$ cat config.mk
export PLATFORM = sky130hd
export DESIGN_NAME = alu_seq
export DESIGN_NICKNAME = d
export VERILOG_FILES = /design/src/rtl/alu_pkg.sv /design/src/rtl/alu_shift_mul.sv /design/src/rtl/alu_seq.sv
export SDC_FILE = /design/constraint.sdc
export NUM_CORES = 1
export LEC_CHECK = 0
export CORE_MARGIN = 2
export CORE_UTILIZATION = 65
export CTS_BUF_LIST = sky130_fd_sc_hd__clkbuf_2
export CTS_CLUSTER_DIAMETER = 80
export DETAILED_ROUTE_END_ITERATION = 6
export DONT_BUFFER_PORTS = 1
export PLACE_DENSITY = 0.81
export SYNTH_ARGS = -nofsm -noshare
export SYNTH_HDL_FRONTEND = slang
export SYNTH_HIERARCHICAL = 1
export SYNTH_SLANG_ARGS = --single-unit
$ cat constraint.sdc
create_clock -name clk -period 6.04 [get_ports clk]
set_input_delay 1.812 -clock clk [delete_from_list [all_inputs] [get_ports clk]]
set_output_delay 1.812 -clock clk [all_outputs]
set_load 0.01 [all_outputs]
$ cat src/rtl/alu_pkg.sv
// Shared definitions for the sequential ALU: op codes, FSM states, iterative-op decode.
// ALU_MUL_EN adds op 9 (iterative multiply) to the set of multi-cycle ops.
package alu_pkg;

  localparam int ALU_OP_W = 4;

  typedef enum logic [ALU_OP_W-1:0] {
    OP_ADD = 4'd0,
    OP_SUB = 4'd1,
    OP_AND = 4'd2,
    OP_OR  = 4'd3,
    OP_XOR = 4'd4,
    OP_NOT = 4'd5,
    OP_LD  = 4'd6,
    OP_SHL = 4'd7,
    OP_SHR = 4'd8,
    OP_MUL = 4'd9
  } alu_op_e;

  typedef enum logic [1:0] {
    IDLE = 2'd0,
    EXEC = 2'd1,
    DONE = 2'd2
  } state_e;

  // Ops that are computed by the iterative datapath rather than in one EXEC cycle.
  function automatic logic op_is_iter(input logic [ALU_OP_W-1:0] op);
`ifdef ALU_MUL_EN
    return (op == OP_SHL) || (op == OP_SHR) || (op == OP_MUL);
`else
    return (op == OP_SHL) || (op == OP_SHR);
`endif
  endfunction

endpackage

$ cat src/rtl/alu_shift_mul.sv
// Iterative datapath: one-bit-per-cycle shifts and (with ALU_MUL_EN) shift-add multiply.
// Loads on start; done is high whenever the iteration counter is zero.
module alu_shift_mul
  import alu_pkg::*;
#(
  parameter int WIDTH   = 8,
  parameter int SHAMT_W = $clog2(WIDTH)
) (
  input  logic                clk,
  input  logic                rst_n,
  input  logic                start,
  input  logic [ALU_OP_W-1:0] op,
  input  logic [WIDTH-1:0]    a,
`ifdef ALU_MUL_EN
  input  logic [WIDTH-1:0]    b,
`endif
  input  logic [SHAMT_W-1:0]  k,
  output logic                done,
  output logic [WIDTH-1:0]    result,
  output logic                cout
);

  localparam int CNT_W = $clog2(WIDTH + 1);

  logic [WIDTH-1:0] sh, sh_nxt;
  logic [CNT_W-1:0] cnt;
  logic             is_shl;
  logic             c, c_nxt;

`ifdef ALU_MUL_EN
  // {hi, sh} is the running product; sh starts as the multiplier and drains LSB-first.
  logic             is_mul;
  logic [WIDTH-1:0] mcand, hi, hi_nxt;
  logic [WIDTH:0]   sum;
`endif

  always_comb begin
    sh_nxt = is_shl ? (sh << 1) : (sh >> 1);
    c_nxt  = is_shl ? sh[WIDTH-1] : sh[0];
`ifdef ALU_MUL_EN
    sum    = {1'b0, hi} + (sh[0] ? {1'b0, mcand} : '0);
    hi_nxt = sum[WIDTH:1];
    if (is_mul) begin
      sh_nxt = {sum[0], sh[WIDTH-1:1]};
      c_nxt  = 1'b0;
    end
`endif
  end

  always_ff @(posedge clk) begin
    if (!rst_n) begin
      sh     <= '0;
      cnt    <= '0;
      is_shl <= 1'b0;
      c      <= 1'b0;
`ifdef ALU_MUL_EN
      is_mul <= 1'b0;
      mcand  <= '0;
      hi     <= '0;
`endif
    end else if (start) begin
      c      <= 1'b0;
      is_shl <= (op == OP_SHL);
`ifdef ALU_MUL_EN
      is_mul <= (op == OP_MUL);
      mcand  <= a;
      hi     <= '0;
      if (op == OP_MUL) begin
        sh  <= b;
        cnt <= CNT_W'(WIDTH);
      end else begin
        sh  <= a;
        cnt <= CNT_W'(k);
      end
`else
      sh     <= a;
      cnt    <= CNT_W'(k);
`endif
    end else if (cnt != '0) begin
      cnt <= cnt - CNT_W'(1);
      sh  <= sh_nxt;
      c   <= c_nxt;
`ifdef ALU_MUL_EN
      hi  <= hi_nxt;
`endif
    end
  end

  assign done   = (cnt == '0);
  assign result = sh;
`ifdef ALU_MUL_EN
  assign cout   = is_mul ? (|hi) : c;
`else
  assign cout   = c;
`endif

endmodule

$ cat src/rtl/alu_seq.sv
// Registered ALU with valid/ready handshakes, registered C/Z/N/V flags and multi-cycle shifts.
// Define ALU_MUL_EN to enable op 9 (iterative unsigned multiply); otherwise op 9 is illegal.
module alu_seq
  import alu_pkg::*;
#(
  parameter int WIDTH   = 8,
  parameter int SHAMT_W = $clog2(WIDTH)
) (
  input  logic                clk,
  input  logic                rst_n,
  input  logic                in_valid,
  output logic                in_ready,
  input  logic [ALU_OP_W-1:0] op,
  input  logic [WIDTH-1:0]    A,
  input  logic [WIDTH-1:0]    R,
  input  logic                Ci,
  output logic                out_valid,
  input  logic                out_ready,
  output logic [WIDTH-1:0]    out,
  output logic                Co,
  output logic                Z,
  output logic                N,
  output logic                V,
  output logic                err,
  output logic [1:0]          dbg_state
);

  // Handshake: a transfer happens on a rising edge where valid & ready are both high;
  // out/flags are held unchanged while out_valid is high and out_ready is low.

  localparam logic [1:0] S_IDLE = IDLE;
  localparam logic [1:0] S_EXEC = EXEC;
  localparam logic [1:0] S_DONE = DONE;
  localparam int         MSB    = WIDTH - 1;

  logic [1:0]          state;
  logic                live;
  logic [WIDTH-1:0]    a_q, r_q;
  logic                ci_q;
  logic [ALU_OP_W-1:0] op_q;
  logic                accept;

  logic                iter_done, iter_co;
  logic [WIDTH-1:0]    iter_res;

  logic [WIDTH:0]      sum, diff;
  logic [WIDTH-1:0]    res;
  logic                res_c, res_v, res_e;

  // live keeps in_ready low while reset is held and for the reset cycle itself.
  assign in_ready  = live && (state == S_IDLE);
  assign accept    = in_valid && in_ready;
  assign out_valid = (state == S_DONE);
  assign dbg_state = state;

  alu_shift_mul #(.WIDTH(WIDTH), .SHAMT_W(SHAMT_W)) u_iter (
    .clk    (clk),
    .rst_n  (rst_n),
    .start  (accept),
    .op     (op),
    .a      (A),
`ifdef ALU_MUL_EN
    .b      (R),
`endif
    .k      (R[SHAMT_W-1:0]),
    .done   (iter_done),
    .result (iter_res),
    .cout   (iter_co)
  );

  assign sum  = {1'b0, a_q} + {1'b0, r_q} + {{WIDTH{1'b0}}, ci_q};
  assign diff = {1'b0, a_q} - {1'b0, r_q} - {{WIDTH{1'b0}}, ci_q};

  always_comb begin
    res   = '0;
    res_c = 1'b0;
    res_v = 1'b0;
    res_e = 1'b0;
    case (op_q)
      OP_ADD: begin
        {res_c, res} = sum;
        res_v = (a_q[MSB] == r_q[MSB]) && (sum[MSB] != a_q[MSB]);
      end
      OP_SUB: begin
        {res_c, res} = diff;
        res_v = (a_q[MSB] != r_q[MSB]) && (diff[MSB] != a_q[MSB]);
      end
      OP_AND: res = a_q & r_q;
      OP_OR:  res = a_q | r_q;
      OP_XOR: res = a_q ^ r_q;
      OP_NOT: res = ~a_q;
      OP_LD:  res = r_q;
      OP_SHL, OP_SHR: begin
        res   = iter_res;
        res_c = iter_co;
      end
`ifdef ALU_MUL_EN
      OP_MUL: begin
        res   = iter_res;
        res_c = iter_co;
      end
`endif
      default: res_e = 1'b1;
    endcase
  end

  always_ff @(posedge clk) begin
    if (!rst_n) begin
      state <= S_IDLE;
      live  <= 1'b0;
      a_q   <= '0;
      r_q   <= '0;
      ci_q  <= 1'b0;
      op_q  <= '0;
      out   <= '0;
      Co    <= 1'b0;
      Z     <= 1'b0;
      N     <= 1'b0;
      V     <= 1'b0;
      err   <= 1'b0;
    end else begin
      live <= 1'b1;
      case (state)
        S_IDLE: if (accept) begin
          a_q   <= A;
          r_q   <= R;
          ci_q  <= Ci;
          op_q  <= op;
          state <= S_EXEC;
        end
        S_EXEC: if (!op_is_iter(op_q) || iter_done) begin
          out   <= res;
          Co    <= res_c;
          Z     <= (res == '0);
          N     <= res[MSB];
          V     <= res_v;
          err   <= res_e;
          state <= S_DONE;
        end
        S_DONE: if (out_ready) state <= S_IDLE;
        default: state <= S_IDLE;
      endcase
    end
  end

endmodule
==> results of run 1 <==
-- cell type report --
cell class / count / share of cell area
clock buffer: 6 / 0.008081
multi-input combinational: 333 / 0.6535
timing repair buffer: 1 / 0.002020
sequential: 50 / 0.2694
clock inverter: 1 / 0.002020
inverter: 37 / 0.04074
tap: 72 / 0.02424
-- critical path, stage by stage --
cell and delay (ns):
nand2_1 0.48, inv_1 0.56, inv_1 0.54, nand2_1 0.32, o311ai_1 0.36
-- layer usage --
layer / wire, um / vias up / part of all wire
met2: 4138 / 165 / 0.46
li1: - / 1557 / -
met4: 220 / 0 / 0.025
met1: 3722 / 1500 / 0.42
met3: 858 / 20 / 0.096
met5: 0 / - / 0
-- layout by cell type (no fill, tap or decap), drive strengths merged, types with 2 or more instances in the layout --
cell	count
nor2b	4
mux2i	14
xnor2	7
a211o	2
xor2	4
a31oi	7
o211a	7
a221oi	5
a211oi	9
o31ai	2
a21o	2
a21oi	13
ha	31
nand3b	5
a22oi	3
a21boi	22
nand2	68
nor3b	2
o211ai	2
nor3	3
o311ai	7
dfxtp	50
nor2	24
o21ai	16
nand2b	7
fa	4
nand4	9
clkbuf	6
a2111oi	2
a221o	2
nor4	2
nand3	17
o21a	5
o22ai	3
inv	36
mux4	3
-- cells by family (layout without fill, tap and decap cells) --
logic type               after synthesis  after routing  share of synthesized area
buffers and inverters                 64             45                    0.08297
multiplexers                          18             18                    0.05955
adder cells (fa/ha/maj)               35             35                     0.1251
AO/OA/AOI/OAI                        120            120                     0.2459
XOR/XNOR                              11             11                    0.02576
AND/OR/NAND/NOR                      149            149                     0.1930
flip-flops                            50             50                     0.2676
-- worst paths after layout --
path                      from               end  slack (ns)
hold / removal         op_q[2]           op_q[2]        0.49
setup reg to reg  dbg_state[1]  u_iter/result[2]        2.72
setup / recovery      in_valid  u_iter/result[2]        2.28
hold reg to reg        op_q[2]           op_q[2]        0.49
-- per-stage QoR --
stage / hold slack, ns / std cells / utilization / area, um2
after floorplan: 0.4539 / 447 / - / 3740
after global placement: 0.4516 / 493 / 0.6640 / 3679
after detailed placement: 0.4663 / 493 / 0.6640 / 3679
after CTS: 0.4914 / 500 / 0.6707 / 3716
after global routing: 0.5294 / 500 / 0.6707 / 3716
final: 0.4936 / 500 / 0.6707 / 3716
-- flip-flops by register name (all words and copies together), names as in the netlist, 2 cells and up --
register	cells
out	8
u_iter/cnt	4
op_q	4
a_q	8
r_q	8
dbg_state	2
u_iter/result	8
-- where the power goes --
part / internal, uW / leakage (uW) / switching (uW)
combinational: 107 / 0.00102 / 164
sequential: 362 / 0.000408 / 41.9
clock: 27.9 / 0.0000251 / 105
==> qor.yml, run 1 <==
start_util: 0.6750
power.total_uw: 808.1
drv_slew: 0
cp_data_required_time_ns: 6.37
core-area_mm2: 0.005540
die_h_um: 79.85
synth_top_area_cell: "dfxtp_1"
synth_area_mm2: 0.003740
post_cts_buffers: 0
worstHoldPathType: "flop to flop"
met2_usage: 0.4723
outcome: "finished clean"
setup_viol: 0
wl_per_cell_um: 17.88
insertion_delay_ns: 0.43
synth_cells: 447
diodes: 0
critical_path_class: "primary input to flop"
hold_violations: 0
fin_crit_ns: 3.760
syn_nets: 507
tritoncts: "built"
use_met1: 0.3935
peakVddDrop_mv: 0.2041
yosys_warnings: 6
start_kind: "primary input"
dpl_worst_slack_ns: 1.870
rows: 27
dpl.hpwl_um: 6688
grt_usage: 0.2927
fin_crit_sh: 0.6225
synth_common_cells: "nand2_1 (68), dfxtp_1 (50), inv_1 (36), ha_1 (31), nor2_1 (23)"
synth-edff-count: 0
fill_cells: 483
die_x_um: 79.85
critPathCaptureType: "flop"
fmax_mhz: 266.0
portBuffers: 0
use_met3: 0.06335
gp_congestion: 0.8880
route.detailed.drc: 0
ant_nets: 0
drtIter0Drc: 339
synth_flop_cell: "dfxtp_1"
worstPathMaxFanout: 32
cts.sinks: 50
cts_hold_buf: 0
worst_pin_slew_ns: 0.9426
rsz0062_at_grt: "false"
syn_avg_cell_area_um2: 8.367
final-seq-area_mm2: 0.001001
dieArea_mm2: 0.006376
antenna_found_initial: 0
synth_cell_type_count: 72
tns_ns: 0
grt_pass1_vias: 3009
yosysTopAreaCellShare: 0.2676
num_io_pins: 42
dr.pass1.iters: 5
fin_ws_ns: 2.280
area_growth_pct: -0.6358
cts_made_buffers: 5
route.vias.total: 3242
multiInputGateArea_mm2: 0.002429
yosysMostFrequentCell: "nand2_1"
cts.root.buffer_cell: "clkbuf_2"
leakagePower_uw: 0.001452
layout.nets: 488
grt_max_degree: 60
r2r_cells: 6
relSlewSlack: 0.3707
synth-seq-cells: 50
cts_resized: 0
power_density_mw_per_mm2: 217.5
max_cap_viol_count: 0
routed_wl_um: 8939
grt_busiest_layer: "met2"
routed_via_density: 6.484
clk_path_buf_depth: 2
clock_skew_ns: 0.02693
grt_first_pass_wirelength_um: 14610
hold_path_depth: 2
grt_overflow: 0
synthArstFlopShare: 0
cp.arrival_ns: 4.09
netlist_top_cells_area: "dfxtp_1 (27%), ha_1 (10%), nand2_1 (6.8%)"
synth-seq-area-share: 0.2676
clk_pin_slew_ns: 0.22
htree_levels: 2
drive_gt1_frac: 0.05607
No activity file was read; power rests on OpenSTA's default activity.
==> inputs of run 2 (changes only) <==
- CORE_UTILIZATION: 65 -> 60
- PLACE_DENSITY: 0.81 -> 0.79
- clock period: 6.04 -> 3.2 ns (I/O delays scaled with it)
==> run 2 against run 1 <==
Effect of this change: first-iteration DRC count grew 8.8%; via count up 1.6%; combinational power is 94% higher; sequential share of layout area decreased by 0.45 points; critical path type is now flop to flop; power grew 100%; highest routed layer unchanged; largest power group unchanged; worst setup slack got worse by 1.9 ns; non-clock buffer count is 4 higher; global-route usage down 2.3 points; critical endpoint is now Z.
==> qor.yml, run 2 (synthesis gave the netlist of run 1 again) <==
setup_viol: 0
htree_levels: 2
portBuffers: 0
post_cts_buffers: 0
fmax_mhz: 360.2
peakVddDrop_mv: 0.5109
hold_violations: 0
leakagePower_uw: 0.001488
drv_slew: 0
dr.pass1.iters: 5
rows: 28
grt_overflow: 0
relSlewSlack: 0.4247
route.vias.total: 3294
use_met1: 0.3694
dpl.hpwl_um: 7046
grt_usage: 0.2698
cts_hold_buf: 0
max_cap_viol_count: 0
tns_ns: 0
cts_resized: 0
gp_congestion: 0.9495
start_kind: "flop"
clock_skew_ns: 0.02796
layout.nets: 492
critPathCaptureType: "flop"
ant_nets: 0
worst_pin_slew_ns: 0.8618
critical_path_class: "flop to flop"
die_x_um: 82.95
clk_path_buf_depth: 2
dieArea_mm2: 0.006881
worstPathMaxFanout: 5
layout_commonest_cell: "nand2_1"
grt_busiest_layer: "met2"
power.total_uw: 1642
diodes: 0
cp.arrival_ns: 3.19
core-area_mm2: 0.005956
use_met3: 0.05368
start_util: 0.6279
drtIter0Drc: 369
num_io_pins: 42
fin_crit_sh: 0.8675
max_stage_delay_ns: 0.50
worstHoldPathType: "primary input to flop"
die_h_um: 82.95
grt_first_pass_wirelength_um: 15280
rsz0062_at_grt: "false"
cpMostUsedCell: "fa_1"
routed_via_density: 6.484
critPathTopFamily: "adder cells"
cts_made_buffers: 5
drive_gt1_frac: 0.06467
cp_data_required_time_ns: 3.62
tritoncts: "built"
insertion_delay_ns: 0.46
fill_cells: 547
grt_pass1_vias: 3158
wl_per_cell_um: 18.45
cts.root.buffer_cell: "clkbuf_2"
clk_pin_slew_ns: 0.29
area_growth_pct: 1.071
antenna_found_initial: 0
route.detailed.drc: 0
crit_buf_inv: 0
grt_max_degree: 60
mostFrequentLayoutCells: "nand2_1 (68), dfxtp_1 (50), inv_1 (36), ha_1 (31), nor2_1 (23)"
slowest_stage: "mux4_1"
routed_wl_um: 9374
fin_crit_ns: 2.776
power_density_mw_per_mm2: 434.4
cts.sinks: 50
worstPathCellList: "fa_1, fa_1, mux4_1, o221ai_1, and4_1, nand4b_1, o21ai_1"
outcome: "finished clean"
met2_usage: 0.4252
[run 2: cell count changes in the layout (fill, tap and decap cells not counted)]
cell / delta
bufinv_16: +1
clkinvlp_4: -1
inv_6: +1
buf_4: +4
clkbuf_2: -1
clkinv_1: +1
[run 2: power by group]
part           switching [uW]  internal [uW]  total [uW]
sequential               75.1            683         758
combinational             320            206         526
clock                     226            133         358
[run 2: final timing paths]
path | cells past startpoint | start | slack, ns | to
setup / recovery | 7 | a_q[0] | 0.42 | Z
hold / removal | 0 | rst_n | 0.49 | live
setup reg to reg | 7 | a_q[0] | 0.42 | Z
hold reg to reg | 2 | a_q[6] | 0.50 | a_q[6]
[run 2: area by class of cell]
class / count / area (um2) / share of cell area
Sequential cell: 50 / 1001 / 0.2648
Multi-Input combinational cell: 333 / 2429 / 0.6425
Timing Repair Buffer: 5 / 37.54 / 0.009930
Inverter: 37 / 151.4 / 0.04005
Tap cell: 75 / 93.84 / 0.02483
Clock inverter: 3 / 42.54 / 0.01125
Clock buffer: 5 / 25.02 / 0.006620
[run 2: metal layers]
layer  part of all wire  wire length, um
met1               0.45             4209
met2               0.45             4195
met3              0.074              690
met4              0.030              278
met5                  0                0
[run 2: per-stage QoR]
step                hold slack, ns  instances  area [um2]  worst slack, ns  utilization
finish                      0.4921        508        3780           0.4239       0.6347
global route                0.4589        508        3780           0.1757       0.6347
CTS                         0.4715        508        3780           0.4302       0.6347
floorplan                   0.4539        447        3740           0.7427            -
global placement            0.4642        500        3712           0.5987       0.6233
detailed placement          0.4790        500        3712           0.4593       0.6233
==> inputs of run 3 (changes only) <==
- SETUP_SLACK_MARGIN: default -> 0.5
==> run 3 against run 2 <==
Effect of this change: non-clock buffer count unchanged; sequential power about the same; routed wire length increased by 3.7%; design area increased by 2.0%; clock power about the same; critical path depth unchanged; critical path type unchanged; critical endpoint unchanged.
==> qor.yml, run 3 (synthesis gave the netlist of run 1 again) <==
dr.pass1.iters: 6
insertion_delay_ns: 0.45
cp_data_required_time_ns: 3.62
wl_per_cell_um: 19.14
leakagePower_uw: 0.001488
hold_violations: 0
cts_made_buffers: 5
num_io_pins: 42
routed_wl_um: 9722
cts_hold_buf: 0
drv_slew: 0
drtIter0Drc: 361
power_density_mw_per_mm2: 431.7
start_kind: "flop"
drive_gt1_frac: 0.1085
clk_path_buf_depth: 2
worstPathCellList: "fa_1, fa_1, mux4_2, o221ai_4, and4_1, nand4b_1, o21ai_1"
mostFrequentLayoutCells: "nand2_1 (68), dfxtp_1 (41), inv_1 (35), ha_1 (27), nor2_1 (23)"
grt_usage: 0.2711
antenna_found_initial: 0
layout_commonest_cell: "nand2_1"
gp_congestion: 0.9495
portBuffers: 0
outcome: "finished clean"
multiInputGateArea_mm2: 0.002489
grt_max_degree: 60
critPathTopFamily: "adder cells"
tns_ns: 0
clk_pin_slew_ns: 0.28
cpMostUsedCell: "fa_1"
core-area_mm2: 0.005956
ant_nets: 0
critical_path_class: "flop to flop"
grt_first_pass_wirelength_um: 15350
start_util: 0.6279
max_cap_viol_count: 0
route.vias.total: 3324
worstPathMaxFanout: 5
diodes: 0
clock_skew_ns: 0.02856
rows: 28
max_stage_delay_ns: 0.49
routed_via_density: 6.543
relSlewSlack: 0.4928
crit_buf_inv: 0
worst_pin_slew_ns: 0.7545
cp.arrival_ns: 3.03
peakVddDrop_mv: 0.5120
layout.nets: 492
fill_cells: 538
die_x_um: 82.95
tritoncts: "built"
dpl.hpwl_um: 7046
rsz0062_at_grt: "false"
dieArea_mm2: 0.006881
fin_crit_sh: 0.8148
route.detailed.drc: 0
slowest_stage: "mux4_2"
grt_pass1_vias: 3164
worstHoldPathType: "primary input to flop"
cts.sinks: 50
fmax_mhz: 383.5
die_h_um: 82.95
setup_viol: 0
htree_levels: 2
fin_crit_ns: 2.607
grt_overflow: 0
cts.root.buffer_cell: "clkbuf_2"
post_cts_buffers: 0
critPathCaptureType: "flop"
final-seq-area_mm2: 0.001017
area_growth_pct: 3.111
power.total_uw: 1665
==> run 3: cell counts in the layout (fill, tap and decap cells not counted) <==
Identical to the previous run, type by type.
==> run 3: worst paths after layout <==
check | slack (ns) | start | cells after the start | to
worst max register to register | 0.59 | a_q[0] | 7 | Z
worst min-delay path | 0.49 | rst_n | 0 | live
worst min register to register | 0.50 | a_q[4] | 2 | a_q[4]
worst max-delay path | 0.59 | a_q[0] | 7 | Z
==> run 3: layer usage <==
layer,track usage,vias to the layer above,part of all wire
met5,0,-,0
met4,0.09240,0,0.030
met3,0.05368,34,0.067
met2,0.4289,131,0.46
met1,0.3700,1590,0.44
li1,-,1569,-
==> run 3: per-stage QoR <==
stage          cells  area (um2)  hold slack, ns    util  setup slack (ns)
3_5_place_dp     500        3712          0.4790  0.6233            0.4593
5_1_grt          508        3856          0.4589  0.6475            0.4694
2_1_floorplan    447        3740          0.4539       -            0.7427
6_report         508        3856          0.4928  0.6475            0.5927
3_3_place_gp     500        3712          0.4642  0.6233            0.5987
4_1_cts          508        3787          0.4715  0.6359            0.5097
==> run 3: repair_timing <==
| action | 4_1_cts | 5_1_grt |
|---|---|---|
| endpoints found under the setup margin | 3 | 11 |
| gates resized for setup | 2 | 23 |
| pin swaps | 0 | 5 |
==> run 3: area by class of cell <==
type	count	share of cell area
clock buffer	5	0.006489
clock inverter	3	0.01103
multi-input combinational	333	0.6454
sequential	50	0.2638
inverter	37	0.03926
tap	75	0.02433
timing repair buffer	5	0.009734
==> run 3: report_power, final <==
part	switching (uW)	internal, uW	leakage [uW]
logic	330	219	0.00103
registers	76.2	683	0.000413
clock network	224	133	0.0000410
total	630	1030	0.00149
